[src/rtl/eth_bus_arb_if.sv]
// Bundles the EthRecv write port, host access port, shared RAM port and overflow status.
// Latency: none, wires only.
// Backpressure: host waits for host_gnt; Eth cannot stall, excess words are dropped and counted.
interface eth_bus_arb_if;
  logic        eth_wr_stb;
  logic        eth_sel_ram;
  logic [15:0] eth_addr;
  logic [31:0] eth_data;

  logic        host_req;
  logic        host_we;
  logic [15:0] host_addr;
  logic [31:0] host_wdata;
  logic        host_gnt;
  logic        host_rvalid;
  logic [31:0] host_rdata;

  logic        mem_cs;
  logic        mem_we;
  logic [15:0] mem_addr;
  logic [31:0] mem_wdata;
  logic [31:0] mem_rdata;

  logic        eth_pending;
  logic        eth_ovf;
  logic [7:0]  eth_drop_cnt;
  logic        ovf_clr;

  // Arbiter side.
  modport slave (
    input  eth_wr_stb, eth_sel_ram, eth_addr, eth_data,
    input  host_req, host_we, host_addr, host_wdata,
    output host_gnt, host_rvalid, host_rdata,
    output mem_cs, mem_we, mem_addr, mem_wdata,
    input  mem_rdata,
    output eth_pending, eth_ovf, eth_drop_cnt,
    input  ovf_clr
  );

  // Requester / RAM side.
  modport master (
    output eth_wr_stb, eth_sel_ram, eth_addr, eth_data,
    output host_req, host_we, host_addr, host_wdata,
    input  host_gnt, host_rvalid, host_rdata,
    input  mem_cs, mem_we, mem_addr, mem_wdata,
    output mem_rdata,
    input  eth_pending, eth_ovf, eth_drop_cnt,
    output ovf_clr
  );
endinterface

[src/rtl/eth_bus_arb.sv]
// Generic power-of-two FIFO with a combinational head view.
// Latency: a pushed word is visible at the head the cycle after the push edge.
// Backpressure: push into a full FIFO is ignored unless a pop happens in the same cycle.
module sync_fifo #(
  parameter int WIDTH = 8,
  parameter int DEPTH = 4
) (
  input  logic                     clk,
  input  logic                     rst_n,
  input  logic                     push,
  input  logic                     pop,
  input  logic [WIDTH-1:0]         wdat,
  output logic [WIDTH-1:0]         rdat,
  output logic [$clog2(DEPTH):0]   count,
  output logic                     full
);
  localparam int AW = $clog2(DEPTH);
  localparam int CW = AW + 1;

  logic [WIDTH-1:0] mem_q [DEPTH];
  logic [AW-1:0]    wr_ptr;
  logic [AW-1:0]    rd_ptr;
  logic             push_ok;
  logic             pop_ok;

  assign full    = (count == CW'(DEPTH));
  assign pop_ok  = pop && (count != '0);
  // A full FIFO still accepts a word when the head leaves in the same cycle.
  assign push_ok = push && (!full || pop_ok);
  assign rdat    = mem_q[rd_ptr];

  // Storage has no reset; occupancy alone decides which slots are live.
  always_ff @(posedge clk) begin
    if (push_ok) begin
      mem_q[wr_ptr] <= wdat;
    end
  end

  // Pointers and occupancy; pointers wrap naturally since DEPTH is a power of two.
  always_ff @(posedge clk or negedge rst_n) begin
    if (!rst_n) begin
      wr_ptr <= '0;
      rd_ptr <= '0;
      count  <= '0;
    end else begin
      if (push_ok) wr_ptr <= wr_ptr + 1'b1;
      if (pop_ok)  rd_ptr <= rd_ptr + 1'b1;
      case ({push_ok, pop_ok})
        2'b10:   count <= count + 1'b1;
        2'b01:   count <= count - 1'b1;
        default: count <= count;
      endcase
    end
  end
endmodule

// Shares one single-port RAM between buffered EthRecv writes and host reads/writes.
// Latency: grant and RAM strobe in the request cycle; host read data returns one cycle after grant.
// Backpressure: host holds host_req until host_gnt; Eth words beyond the buffer are dropped and counted.
module eth_bus_arb #(
  parameter int FIFO_DEPTH = 4,
  parameter int ETH_URGENT = 3
) (
  input  logic          clk,
  input  logic          rst_n,
  eth_bus_arb_if.slave  bus
);
  localparam int CW = $clog2(FIFO_DEPTH) + 1;

  typedef struct packed {
    logic [15:0] addr;
    logic [31:0] dat;
  } eth_wr_t;

  typedef enum logic [1:0] {
    IDLE      = 2'd0,
    ETH_LAST  = 2'd1,
    HOST_LAST = 2'd2
  } arb_state_t;

  arb_state_t    state;
  arb_state_t    state_nxt;
  logic          rd_wait;
  logic          rd_wait_nxt;

  logic          eth_push;
  logic          eth_full;
  logic          eth_vld;
  logic          eth_urgent;
  logic          host_vld;
  logic          eth_gnt;
  logic          host_win;
  logic          eth_drop;
  eth_wr_t       push_ent;
  eth_wr_t       head_ent;
  logic [CW-1:0] eth_cnt;

  logic [31:0]   rdata_q;
  logic          ovf_q;
  logic [7:0]    drop_cnt_q;

  assign eth_push = bus.eth_wr_stb & bus.eth_sel_ram;
  assign push_ent = '{addr: bus.eth_addr, dat: bus.eth_data};

  sync_fifo #(
    .WIDTH ($bits(eth_wr_t)),
    .DEPTH (FIFO_DEPTH)
  ) u_eth_fifo (
    .clk   (clk),
    .rst_n (rst_n),
    .push  (eth_push),
    .pop   (eth_gnt),
    .wdat  (push_ent),
    .rdat  (head_ent),
    .count (eth_cnt),
    .full  (eth_full)
  );

  assign eth_vld    = (eth_cnt != '0);
  assign eth_urgent = (int'(eth_cnt) >= ETH_URGENT);
  // A second host read must wait for the first one's data to come back.
  assign host_vld   = bus.host_req & (bus.host_we | ~rd_wait);
  assign eth_drop   = eth_push & eth_full & ~eth_gnt;

  // Grant decode and RAM strobes from current-cycle state; IDLE behaves as if host won last.
  always_comb begin
    eth_gnt       = 1'b0;
    host_win      = 1'b0;
    state_nxt     = state;
    rd_wait_nxt   = 1'b0;
    bus.host_gnt  = 1'b0;
    bus.mem_cs    = 1'b0;
    bus.mem_we    = 1'b0;
    bus.mem_addr  = '0;
    bus.mem_wdata = '0;

    // Grants are held off while reset is asserted so every output reads zero.
    if (rst_n) begin
      if (eth_vld && eth_urgent) begin
        eth_gnt = 1'b1;
      end else if (eth_vld && host_vld) begin
        if (state == ETH_LAST) host_win = 1'b1;
        else                   eth_gnt  = 1'b1;
      end else if (eth_vld) begin
        eth_gnt = 1'b1;
      end else if (host_vld) begin
        host_win = 1'b1;
      end
    end

    if (eth_gnt) begin
      bus.mem_cs    = 1'b1;
      bus.mem_we    = 1'b1;
      bus.mem_addr  = head_ent.addr;
      bus.mem_wdata = head_ent.dat;
      state_nxt     = ETH_LAST;
    end else if (host_win) begin
      bus.host_gnt  = 1'b1;
      bus.mem_cs    = 1'b1;
      bus.mem_we    = bus.host_we;
      bus.mem_addr  = bus.host_addr;
      bus.mem_wdata = bus.host_wdata;
      rd_wait_nxt   = ~bus.host_we;
      state_nxt     = HOST_LAST;
    end
  end

  // Last-winner memory and outstanding-read flag.
  always_ff @(posedge clk or negedge rst_n) begin
    if (!rst_n) begin
      state   <= IDLE;
      rd_wait <= 1'b0;
    end else begin
      state   <= state_nxt;
      rd_wait <= rd_wait_nxt;
    end
  end

  // Hold the most recent read word so host_rdata stays stable after the valid pulse.
  always_ff @(posedge clk or negedge rst_n) begin
    if (!rst_n) begin
      rdata_q <= '0;
    end else if (rd_wait) begin
      rdata_q <= bus.mem_rdata;
    end
  end

  assign bus.host_rvalid = rd_wait;
  assign bus.host_rdata  = rd_wait ? bus.mem_rdata : rdata_q;

  // Sticky overflow flag and saturating drop counter; a clear beats a simultaneous drop.
  always_ff @(posedge clk or negedge rst_n) begin
    if (!rst_n) begin
      ovf_q      <= 1'b0;
      drop_cnt_q <= '0;
    end else if (bus.ovf_clr) begin
      ovf_q      <= 1'b0;
      drop_cnt_q <= '0;
    end else if (eth_drop) begin
      ovf_q <= 1'b1;
      if (drop_cnt_q != 8'hFF) drop_cnt_q <= drop_cnt_q + 8'd1;
    end
  end

  assign bus.eth_pending  = eth_vld;
  assign bus.eth_ovf      = ovf_q;
  assign bus.eth_drop_cnt = drop_cnt_q;
endmodule
[src/flat_wrapper.sv]
// flat-port wrapper written by rule: the top's interface ports become plain ports
module eth_bus_arb_flat 
#(
  parameter int FIFO_DEPTH = 4,
  parameter int ETH_URGENT = 3
)
  (clk, rst_n, bus_eth_wr_stb, bus_eth_sel_ram, bus_eth_addr, bus_eth_data, bus_host_req, bus_host_we, bus_host_addr, bus_host_wdata, bus_host_gnt, bus_host_rvalid, bus_host_rdata, bus_mem_cs, bus_mem_we, bus_mem_addr, bus_mem_wdata, bus_mem_rdata, bus_eth_pending, bus_eth_ovf, bus_eth_drop_cnt, bus_ovf_clr);
  eth_bus_arb_if bus_i ();
  input  logic clk;
  input  logic rst_n;
  input wire logic [$bits(bus_i.eth_wr_stb)-1:0] bus_eth_wr_stb;
  input wire logic [$bits(bus_i.eth_sel_ram)-1:0] bus_eth_sel_ram;
  input wire logic [$bits(bus_i.eth_addr)-1:0] bus_eth_addr;
  input wire logic [$bits(bus_i.eth_data)-1:0] bus_eth_data;
  input wire logic [$bits(bus_i.host_req)-1:0] bus_host_req;
  input wire logic [$bits(bus_i.host_we)-1:0] bus_host_we;
  input wire logic [$bits(bus_i.host_addr)-1:0] bus_host_addr;
  input wire logic [$bits(bus_i.host_wdata)-1:0] bus_host_wdata;
  output wire logic [$bits(bus_i.host_gnt)-1:0] bus_host_gnt;
  output wire logic [$bits(bus_i.host_rvalid)-1:0] bus_host_rvalid;
  output wire logic [$bits(bus_i.host_rdata)-1:0] bus_host_rdata;
  output wire logic [$bits(bus_i.mem_cs)-1:0] bus_mem_cs;
  output wire logic [$bits(bus_i.mem_we)-1:0] bus_mem_we;
  output wire logic [$bits(bus_i.mem_addr)-1:0] bus_mem_addr;
  output wire logic [$bits(bus_i.mem_wdata)-1:0] bus_mem_wdata;
  input wire logic [$bits(bus_i.mem_rdata)-1:0] bus_mem_rdata;
  output wire logic [$bits(bus_i.eth_pending)-1:0] bus_eth_pending;
  output wire logic [$bits(bus_i.eth_ovf)-1:0] bus_eth_ovf;
  output wire logic [$bits(bus_i.eth_drop_cnt)-1:0] bus_eth_drop_cnt;
  input wire logic [$bits(bus_i.ovf_clr)-1:0] bus_ovf_clr;
  assign bus_i.eth_wr_stb = bus_eth_wr_stb;
  assign bus_i.eth_sel_ram = bus_eth_sel_ram;
  assign bus_i.eth_addr = bus_eth_addr;
  assign bus_i.eth_data = bus_eth_data;
  assign bus_i.host_req = bus_host_req;
  assign bus_i.host_we = bus_host_we;
  assign bus_i.host_addr = bus_host_addr;
  assign bus_i.host_wdata = bus_host_wdata;
  assign bus_host_gnt = bus_i.host_gnt;
  assign bus_host_rvalid = bus_i.host_rvalid;
  assign bus_host_rdata = bus_i.host_rdata;
  assign bus_mem_cs = bus_i.mem_cs;
  assign bus_mem_we = bus_i.mem_we;
  assign bus_mem_addr = bus_i.mem_addr;
  assign bus_mem_wdata = bus_i.mem_wdata;
  assign bus_i.mem_rdata = bus_mem_rdata;
  assign bus_eth_pending = bus_i.eth_pending;
  assign bus_eth_ovf = bus_i.eth_ovf;
  assign bus_eth_drop_cnt = bus_i.eth_drop_cnt;
  assign bus_i.ovf_clr = bus_ovf_clr;
  eth_bus_arb #(.FIFO_DEPTH(FIFO_DEPTH), .ETH_URGENT(ETH_URGENT)) u_core (.clk(clk), .rst_n(rst_n), .bus(bus_i));
endmodule
[config.mk]
export PLATFORM = sky130hd
export DESIGN_NAME = eth_bus_arb_flat
export DESIGN_NICKNAME = d
export VERILOG_FILES = /design/src/rtl/eth_bus_arb_if.sv /design/src/rtl/eth_bus_arb.sv /design/src/flat_wrapper.sv
export SDC_FILE = /design/constraint.sdc
export NUM_CORES = 1
export LEC_CHECK = 0
export CORE_MARGIN = 4
export CORE_UTILIZATION = 40
export CTS_CLUSTER_DIAMETER = 150
export CTS_CLUSTER_SIZE = 10
export DETAILED_ROUTE_END_ITERATION = 12
export PLACE_DENSITY = 0.76
export SYNTH_ARGS = -nofsm -noshare
export SYNTH_HDL_FRONTEND = slang
export SYNTH_HIERARCHICAL = 1
export SYNTH_SLANG_ARGS = --single-unit
export TNS_END_PERCENT = 20
[constraint.sdc]
create_clock -name clk -period 3.3 [get_ports clk]
set_clock_uncertainty 0.1 [all_clocks]
set_input_delay 0.99 -clock clk [delete_from_list [all_inputs] [get_ports clk]]
set_output_delay 0.99 -clock clk [all_outputs]
set_load 0.01 [all_outputs]
; Yosys cells after proc, flatten, opt, wreduce, memory -nomap -nowiden
; Memory sizes are Yosys's and may differ from the RTL's.
; Cells that the tools add are included.
[word_totals]
regBits = 51
ramBits = 192
wordCells = 73
mem_count = 1
[op_classes]
addsub = 5
n_lt_le_gt_ge = 1
eq_ne = 5
n_mux = 33
bitwise_logic = 8
n_reduce_logical = 12
[memory_table]
columns = name, words, word_bits, read_ports, rd_clocked_by_memory_dff, write_ports, line
row1 = u_core.u_eth_fifo.mem_q, 4, 48, 1, 0, 1, eth_bus_arb.sv:20  ; logic [WIDTH-1:0] mem_q [DEPTH];
[op_table]
columns = op, n
row1 = $mux 32, 3
row2 = $mux 16, 2
row3 = $mux 8, 3
row4 = $mux 1, 22
row5 = $add 8x1->8 const B, 1
row6 = $ne 8x8->1 const B, 1
row7 = $reduce_bool 2->1, 4
row8 = $pmux 3 s2, 1
row9 = $add 2x1->2 const B, 2
row10 = $and 1x1->1, 4
row11 = $eq 2x1->1 const B, 2
row12 = $logic_and 1x1->1, 4
row13 = $mux 2, 2
row14 = $add 3x1->3 const B, 1
row15 = $eq 3x3->1 const B, 1
row16 = $ge 3x2->1 const B, 1
row17 = $not 1->1, 3
row18 = $reduce_bool 3->1, 1
row19 = $sub 3x1->3 const B, 1
row20 = $eq 2x2->1 const B, 1
row21 = $reduce_and 2->1, 1
row22 = $logic_not 1->1, 1
row23 = $logic_or 1x1->1, 1
row24 = $or 1x1->1, 1

; Depth between registers and ports, before layout
; Gate-level depths: netlist (run 1).
[logic_depth]
depth_word = 12
depth_mapped = 12
ltp_nobuf = 8

; Hierarchy
; Netlist (run 1), hierarchy kept.
[modules_own_cells]
columns = module, instances, cells_each, area_per_inst_um2, seq_area_each_um2
row1 = sync_fifo, 1, 301, 7405.9, 5940.7
row2 = eth_bus_arb, 1, 200, 2342.2, 1101.1

; Worst setup path after synthesis (run 1)
; OpenSTA, ideal clock, no wires.
[synth_timing]
path_kind = input-to-reg
startpoint = input port bus_host_we
endpoint = register u_core.u_eth_fifo.count[1]
setup_ns = 0.087
t_arrival_ns = 3.235
slack_ns = -0.122
path_stages = 11
path_cell_list = nand2b_1 > a41oi_2 > buf_2 > buf_2 > buf_2 > o31ai_1 > or2_2 > fa_1 > o21ba_2 > o211ai_1 > a22oi_1
[synth_via]
elab_chain_cells = 11
word_cells_on_any_way = 13
[synth_lines]
columns = item, line
row1 = from (decl), flat_wrapper.sv:16  ; input wire logic [$bits(bus_i.host_we)-1:0] bus_host_we;
row2 = $or 1x1->1 *, eth_bus_arb.sv:122  ; assign host_vld = bus.host_req & (bus.host_we | ~rd_wait);
row3 = $and 1x1->1 *, eth_bus_arb.sv:122
row4 = $logic_and 1x1->1 *, eth_bus_arb.sv:141  ; end else if (eth_vld && host_vld) begin
row5 = $mux 1 *, eth_bus_arb.sv:141
row6 = $mux 1 *, eth_bus_arb.sv:139  ; if (eth_vld && eth_urgent) begin
row7 = $mux 1 *, eth_bus_arb.sv:138  ; if (rst_n) begin
row8 = via u_core.eth_gnt, eth_bus_arb.sv:91  ; logic eth_gnt;
row9 = $logic_and 1x1->1 *, eth_bus_arb.sv:27  ; assign pop_ok = pop && (count != '0);
row10 = $logic_or 1x1->1, eth_bus_arb.sv:29  ; assign push_ok = push && (!full || pop_ok);
row11 = $logic_and 1x1->1, eth_bus_arb.sv:29
row12 = $eq 2x1->1 or $eq 2x2->1 (tied branches), eth_bus_arb.sv:48  ; case ({push_ok, pop_ok})
row13 = $pmux 3 s2 or $reduce_bool 2->1 (tied branches), n/a
row14 = to (signal assigned), eth_bus_arb.sv:49  ; 2'b10: count <= count + 1'b1;
row15 = to (signal assigned), eth_bus_arb.sv:50  ; 2'b01: count <= count - 1'b1;
row16 = to (signal assigned), eth_bus_arb.sv:51  ; default: count <= count;
row17 = to (decl), eth_bus_arb.sv:14  ; output logic [$clog2(DEPTH):0] count,
; Mark *: on every way through the listed nets, which the timed path passes. The rest lies on a longest branch.
; A chain may end at the register's enable or synchronous reset.

; Worst setup path in the final report (run 1)
[layout_timing]
startpoint = input port bus_host_we
endpoint = output port bus_mem_wdata[12]
[layout_via]
elab_chain_cells = 9
word_cells_on_any_way = 13
[layout_lines]
columns = item, line
row1 = $or 1x1->1 *, eth_bus_arb.sv:122
row2 = $and 1x1->1 *, eth_bus_arb.sv:122
row3 = $mux 1, eth_bus_arb.sv:146  ; end else if (host_vld) begin
row4 = $mux 1, eth_bus_arb.sv:144  ; end else if (eth_vld) begin
row5 = $mux 1, eth_bus_arb.sv:141
row6 = $mux 1, eth_bus_arb.sv:139
row7 = $mux 1, eth_bus_arb.sv:138
row8 = $mux 32, eth_bus_arb.sv:157  ; end else if (host_win) begin
row9 = $mux 32 *, eth_bus_arb.sv:151  ; if (eth_gnt) begin
row10 = to (decl), flat_wrapper.sv:25  ; output wire logic [$bits(bus_i.mem_wdata)-1:0] bus_mem_wdata;
; Every way passes the cells marked *; elsewhere a longest branch is shown, timed or not.

==> results of run 1 <==
[layout make-up]
| class | instances | share of cell area [%] |
|---|---|---|
| timing repair buffer | 302 | 21.90 |
| inverter | 8 | 0.2152 |
| sequential | 243 | 50.52 |
| clock inverter | 1 | 0.06277 |
| multi-input combinational | 220 | 18.68 |
| clock buffer | 50 | 5.766 |
| tap | 319 | 2.860 |
[layer usage]
metal	wire length, um	vias up	GRT usage [%]
met5	0	-	0
met4	329	0	3.507
met3	1861	37	4.191
met2	12440	237	31.51
met1	9853	3034	22.95
li1	-	2668	-
[critical path: stages]
cell and delay [ns]:
buf_6 0.09, nand2b_4 0.14, buf_6 0.11, a41oi_4 0.29, buf_12 0.17, buf_12 0.16
a22o_1 0.16, clkdlybuf4s15_1 0.26
[metrics by stage]
step | hold slack [ns] | util (%) | setup WS, ns | cells | TNS, ns
floorplan | 0.3812 | - | 0.009462 | 501 | 0
global placement | 0.3800 | 53.62 | -0.6700 | 1052 | -59.84
detailed placement | 0.3841 | 53.62 | -0.7260 | 1052 | -73.87
CTS | 0.3423 | 58.16 | -0.4245 | 1129 | -7.836
global route | 0.4079 | 58.74 | -0.2380 | 1143 | -5.162
finish | 0.3935 | 58.74 | -0.1845 | 1143 | -2.426
[final timing paths]
path                                            startpoint  slack (ns)                          end
worst min register to register          u_core/rdata_q[25]        0.39           u_core/rdata_q[25]
worst min-delay path                    u_core/rdata_q[25]        0.39           u_core/rdata_q[25]
max in group asynchronous                            rst_n        2.15           u_core/bus.eth_ovf
worst max register to register  u_core/u_eth_fifo/count[2]        0.30   u_core/u_eth_fifo/count[1]
worst max-delay path                           bus_host_we       -0.18            bus_mem_wdata[12]
min in group asynchronous                            rst_n        0.41  u_core/u_eth_fifo/rd_ptr[0]
[power by group through the flow]
stage | Sequential [mW] | Clock [mW] | Combinational, mW
floorplan | 4.01 | 0 | 2.21
global placement | 4.09 | 0 | 4.04
detailed placement | 4.13 | 0 | 4.13
CTS | 4.06 | 2.83 | 4.51
global route | 4.09 | 2.96 | 4.88
finish | 4.05 | 2.76 | 4.54
[cell families after synthesis]
kind of cell | Yosys count | share of synthesized area (%)
adders and majority gates | 6 | 0.8471
AOI/OAI and AO/OA | 80 | 6.918
muxes | 82 | 15.06
buffers and inverters | 38 | 1.643
xor gates and xnor gates | 5 | 0.4493
DFF | 243 | 72.24
and+or+nand+nor | 47 | 2.850
[layout by cell type (no fill, tap or decap), drive strengths merged, types with 2 or more instances in the layout]
cell             n
edfxtp         192
clkdlybuf4s50  169
buf            115
clkbuf          58
dfrtp           51
a22o            48
mux4            48
mux2            34
inv              9
a21oi            7
nand2            6
nor2             5
o21ai            5
ha               5
o31ai            5
or4              5
and2             5
dlymetal6s2s     4
clkdlybuf4s15    4
nand3            4
nor2b            4
or3              3
or2              3
o21ba            3
and3             3
xnor2            3
nand2b           3
dlygate4sd2      2
nand4            2
o211ai           2
o21bai           2
xor2             2
or3b             2
[what timing repair did]
| action | in CTS | in global routing |
|---|---|---|
| gates cloned | 4 | 1 |
| resized for setup | 167 | 60 |
| endpoints found under the setup margin | 60 | 64 |
| pin swaps | 8 | 18 |
| setup buffers | 22 | 14 |
[flip-flops by register name, indices dropped and copies added (netlist names)]
signal,flops
u_core/u_eth_fifo/mem_q,192
u_core/rdata_q,32
u_core/bus.eth_drop_cnt,8
u_core/u_eth_fifo/count,3
u_core/state,2
u_core/u_eth_fifo/rd_ptr,2
u_core/u_eth_fifo/wr_ptr,2
u_core/bus.eth_ovf,1
u_core/bus.host_rvalid,1
==> impl_metrics.py, run 1 <==
metrics = {
    "run_status": {
        "outcome": "finished with violations",
        "violations": "negative setup slack",
    },
    "setup_path": {
        "worstSetupStartpointType": "input port",
        "crit_type": "in2out",
        "cp.arrival_ns": 2.39,
        "crit_fanout": 22,
        "end_kind": "primary output",
        "cp_data_required_time_ns": 2.21,
        "r2r_cells": 13,
    },
    "power_and_ir_drop": {
        "leakagePower_nw": 5.129,
        "p_sw_mw": 3.302,
        "power_frac_comb_pct": 40.0,
        "ir_drop_mv": 0.4406,
        "pwr-share-seq_pct": 35.6,
        "p_clk_share_pct": 24.3,
        "sw_frac_of_total_pct": 29.08,
        "power_density_nw_per_um2": 813.7,
        "total_power_mw": 11.35,
        "internal-power_mw": 8.052,
    },
    "synthesis": {
        "synthTopCellsByCount": "edfxtp_1, dfrtp_1, a22o_1, mux4_2, mux2_2",
        "synth_edf_count": 192,
        "synth.distinct_cells": 47,
        "syn-num-nets": 642,
        "yosysTopAreaCell": "edfxtp_1",
        "syn_avg_cell_area_um2": 19.46,
        "synth.area.top_cells": "edfxtp_1, dfrtp_1, mux4_2",
        "synth_top_cell_area_share_pct": 59.15,
        "netlist_area_um2": 9748,
        "synth_flop_cell": "edfxtp_1",
        "synth-warning-count": 6,
        "ys_seq_elements": 243,
        "yosysMostFrequentCell": "edfxtp_1",
        "syn_inst": 501,
        "seq_area_frac_synth_pct": 72.24,
        "synthArstFlopShare_pct": 20.99,
    },
    "sta": {
        "worst_pin_slew_ns": 0.6036,
        "rsz0062_at_grt": "true",
        "fin_crit_sh_pct": 105.6,
        "hold_viol": 0,
        "slew_headroom_pct": 59.34,
        "setup_viol": 43,
        "min_period_ns": 3.485,
        "fin_ws_ns": -0.1845,
        "max_freq_ghz": 0.2870,
        "slew_violations": 0,
    },
    "global_routing": {
        "grt_pass1_vias": 6494,
        "grt.total_usage_pct": 17.93,
        "grt_first_pass_wirelength_mm": 37.30,
        "antenna_found_initial": 0,
        "grt_max_degree": 43,
        "grt.overflow.total": 0,
    },
    "routing": {
        "viasPerCell": 5.228,
        "drt_iter0_drc": 428,
        "dr.pass1.iters": 6,
        "vias": 5976,
        "post_drt_wl_per_cell_um": 21.42,
        "ant_nets": 0,
        "drc": 0,
        "drt-total-wl_mm": 24.49,
    },
    "placed_design": {
        "dpl_cell_area_um2": 12740,
        "gp_congestion": 0.8181,
        "io_buffers": 228,
        "dp_hpwl_mm": 15.64,
    },
    "floorplanning": {
        "io_pins": 229,
        "dieWidth_um": 164.1,
        "core_um2": 23750,
        "initial_utilization_pct": 41.04,
        "rows": 56,
        "die-area_um2": 26930,
        "die_y_um": 164.1,
    },
    "finish": {
        "fin_nets": 944,
        "syn_to_final_growth_pct": 43.14,
        "multi_input_area_um2": 2606,
        "drive_gt1_share_pct": 32.04,
        "final_area_um2": 13950,
        "diodes": 0,
        "regArea_um2": 7049,
        "num-fill-cells": 1760,
    },
    "cts": {
        "clock_path_buffers": 3,
        "cts_max_level": 1,
        "cts_tree": "yes",
        "hold_buffers": 0,
        "cts_made_buffers": 28,
        "clkTransAtPathRegs_ns": 0.05,
        "cts.root.buffer_cell": "clkbuf_16",
        "insertion_delay_ns": 0.53,
        "clock_sinks": 243,
    },
    "min_path": {
        "hold_depth": 1,
        "hold_class": "reg2reg",
    },
    "flow_run": {
        "maxCapViolCount": 0,
    },
}
No activity file was read; power rests on OpenSTA's default activity.
==> inputs of run 2 (changes only) <==
CORE_UTILIZATION = 35   (was 40)
PLACE_DENSITY = 0.7   (was 0.76)
==> impl_metrics.py, run 2 (synthesis gave the netlist of run 1 again) <==
metrics = {
    "finish": {
        "final_area_um2": 13880,
        "final_core_util_pct": 51.07,
        "final_common_cell": "edfxtp_1",
        "multi_input_area_um2": 2606,
        "final_cell_mix": "edfxtp_1, clkdlybuf4s50_1, dfrtp_1",
        "drive_gt1_share_pct": 30.95,
        "syn_to_final_growth_pct": 42.37,
        "final_cells": 1184,
        "num-fill-cells": 2354,
        "largest_register_ffs": 192,
        "fin_nets": 932,
        "regArea_um2": 7047,
        "regMostFlops": "u_core/u_eth_fifo/mem_q",
    },
    "routing": {
        "drt_iter0_drc": 346,
        "viasPerCell": 4.861,
        "ant_nets": 0,
        "drt-total-wl_mm": 23.10,
        "drc": 0,
        "vias": 5756,
        "dr.pass1.iters": 4,
        "post_drt_wl_per_cell_um": 19.51,
    },
    "flow_run": {
        "maxCapViolCount": 0,
    },
    "global_routing": {
        "antenna_found_initial": 0,
        "grt_pass1_vias": 6220,
        "grt_use_met3_pct": 4.241,
        "use_met1_pct": 18.44,
        "grt_max_degree": 49,
        "grt.total_usage_pct": 14.81,
        "met2_usage_pct": 25.68,
        "grt.overflow.total": 0,
        "gr-max-usage-layer": "met2",
        "grt_first_pass_wirelength_mm": 35.51,
    },
    "power_and_ir_drop": {
        "ir_drop_mv": 0.4473,
        "power_density_nw_per_um2": 791.9,
        "leakagePower_nw": 5.031,
        "total_power_mw": 10.99,
    },
    "setup_path": {
        "slowest_delay_ns": 0.52,
        "worstSetupStartpointType": "flip-flop",
        "crit_type": "reg2out",
        "crit_fanout": 7,
        "r2r_setup_slack_ns": 0.34,
        "r2r_cells": 12,
        "end_kind": "primary output",
        "cp_num_buf_inv": 3,
        "crit_path_cell_trace": "buf_12 -> buf_16 -> mux4_2 -> a22o_4 -> buf_6",
        "cp_data_required_time_ns": 2.21,
        "path_delay_family": "multiplexers",
        "r2r-end": "u_core/u_eth_fifo/count[1]",
        "r2r_start": "u_core/u_eth_fifo/count[2]",
        "slowest_stage": "mux4_2",
        "cp.arrival_ns": 2.21,
    },
    "cts": {
        "clkTransAtPathRegs_ns": 0.06,
        "hold_buffers": 0,
        "cts_max_level": 1,
        "cts_made_buffers": 28,
        "cts.root.buffer_cell": "clkbuf_16",
        "insertion_delay_ns": 0.52,
        "cts_tree": "yes",
        "clock_sinks": 243,
        "clock_path_buffers": 3,
    },
    "floorplanning": {
        "core_um2": 27180,
        "dieWidth_um": 174.9,
        "die_y_um": 174.9,
        "die-area_um2": 30590,
        "rows": 60,
        "initial_utilization_pct": 35.87,
        "io_pins": 229,
    },
    "placed_design": {
        "place_ws_ns": -0.7967,
        "dpl_cell_area_um2": 12910,
        "io_buffers": 228,
        "dp_cells": 1108,
        "gp_congestion": 0.7610,
        "dp_hpwl_mm": 15.52,
    },
    "sta": {
        "slew_violations": 0,
        "fin_crit_sh_pct": 99.95,
        "rsz0062_at_grt": "true",
        "fin_ws_ns": 0.001535,
        "slew_headroom_pct": 56.71,
        "min_period_ns": 3.298,
        "max_freq_ghz": 0.3032,
        "whs_ns": 0.3368,
        "setup_viol": 0,
        "hold_viol": 0,
        "setup_tns_ns": 0,
        "worst_pin_slew_ns": 0.6494,
    },
    "run_status": {
        "outcome": "finished, final reports clean",
    },
    "min_path": {
        "hold_class": "in2async",
    },
}
==> run 2: cell count changes in the layout (fill, tap and decap cells not counted), sizes merged, moves of 2 or more <==
cell | before | now
buf | 115 | 111
clkbuf | 58 | 52
clkdlybuf4s15 | 4 | 0
dlymetal6s2s | 4 | 1
clkdlybuf4s50 | 169 | 171
==> run 2: area by class of cell <==
cell class,instances,share of cell area [%]
clock inverter,2,0.1803
timing repair buffer,290,21.09
multi-input combinational,220,18.78
tap,372,3.354
inverter,8,0.2164
sequential,243,50.78
antenna,1,0.01803
clock buffer,48,5.590
==> run 2: metal layers <==
metal,up-vias,share of wire (%)
li1,2635,-
met1,2883,41
met2,208,49
met3,30,7.8
met4,0,2.1
met5,-,0
==> run 2: how the worst max path moves through the flow <==
stage / startpoint / endpoint / slack, ns / depth (start not counted)
after floorplan: bus_host_req / u_core/u_eth_fifo/count[1] / 0.009 / 11
after global placement: bus_host_we / bus_mem_addr[0] / -0.79 / 7
after detailed placement: bus_host_we / bus_mem_wdata[12] / -0.80 / 8
after CTS: bus_host_req / bus_mem_addr[13] / -0.05 / 10
after global routing: u_core/u_eth_fifo/rd_ptr[0] / bus_mem_wdata[28] / -0.08 / 5
final: u_core/u_eth_fifo/rd_ptr[0] / bus_mem_wdata[28] / 0.002 / 5
==> run 2: where the power goes <==
group	total, mW	internal (mW)	switching [mW]
registers	3.99	3.84	0.150
logic	4.31	2.41	1.90
clock network	2.69	1.58	1.11
==> run 2: timing repair <==
item	in CTS	in global routing
setup endpoints to repair	54	72
buffers inserted	23	3
gates cloned	3	2
resized for setup	234	17
pin swaps	10	4
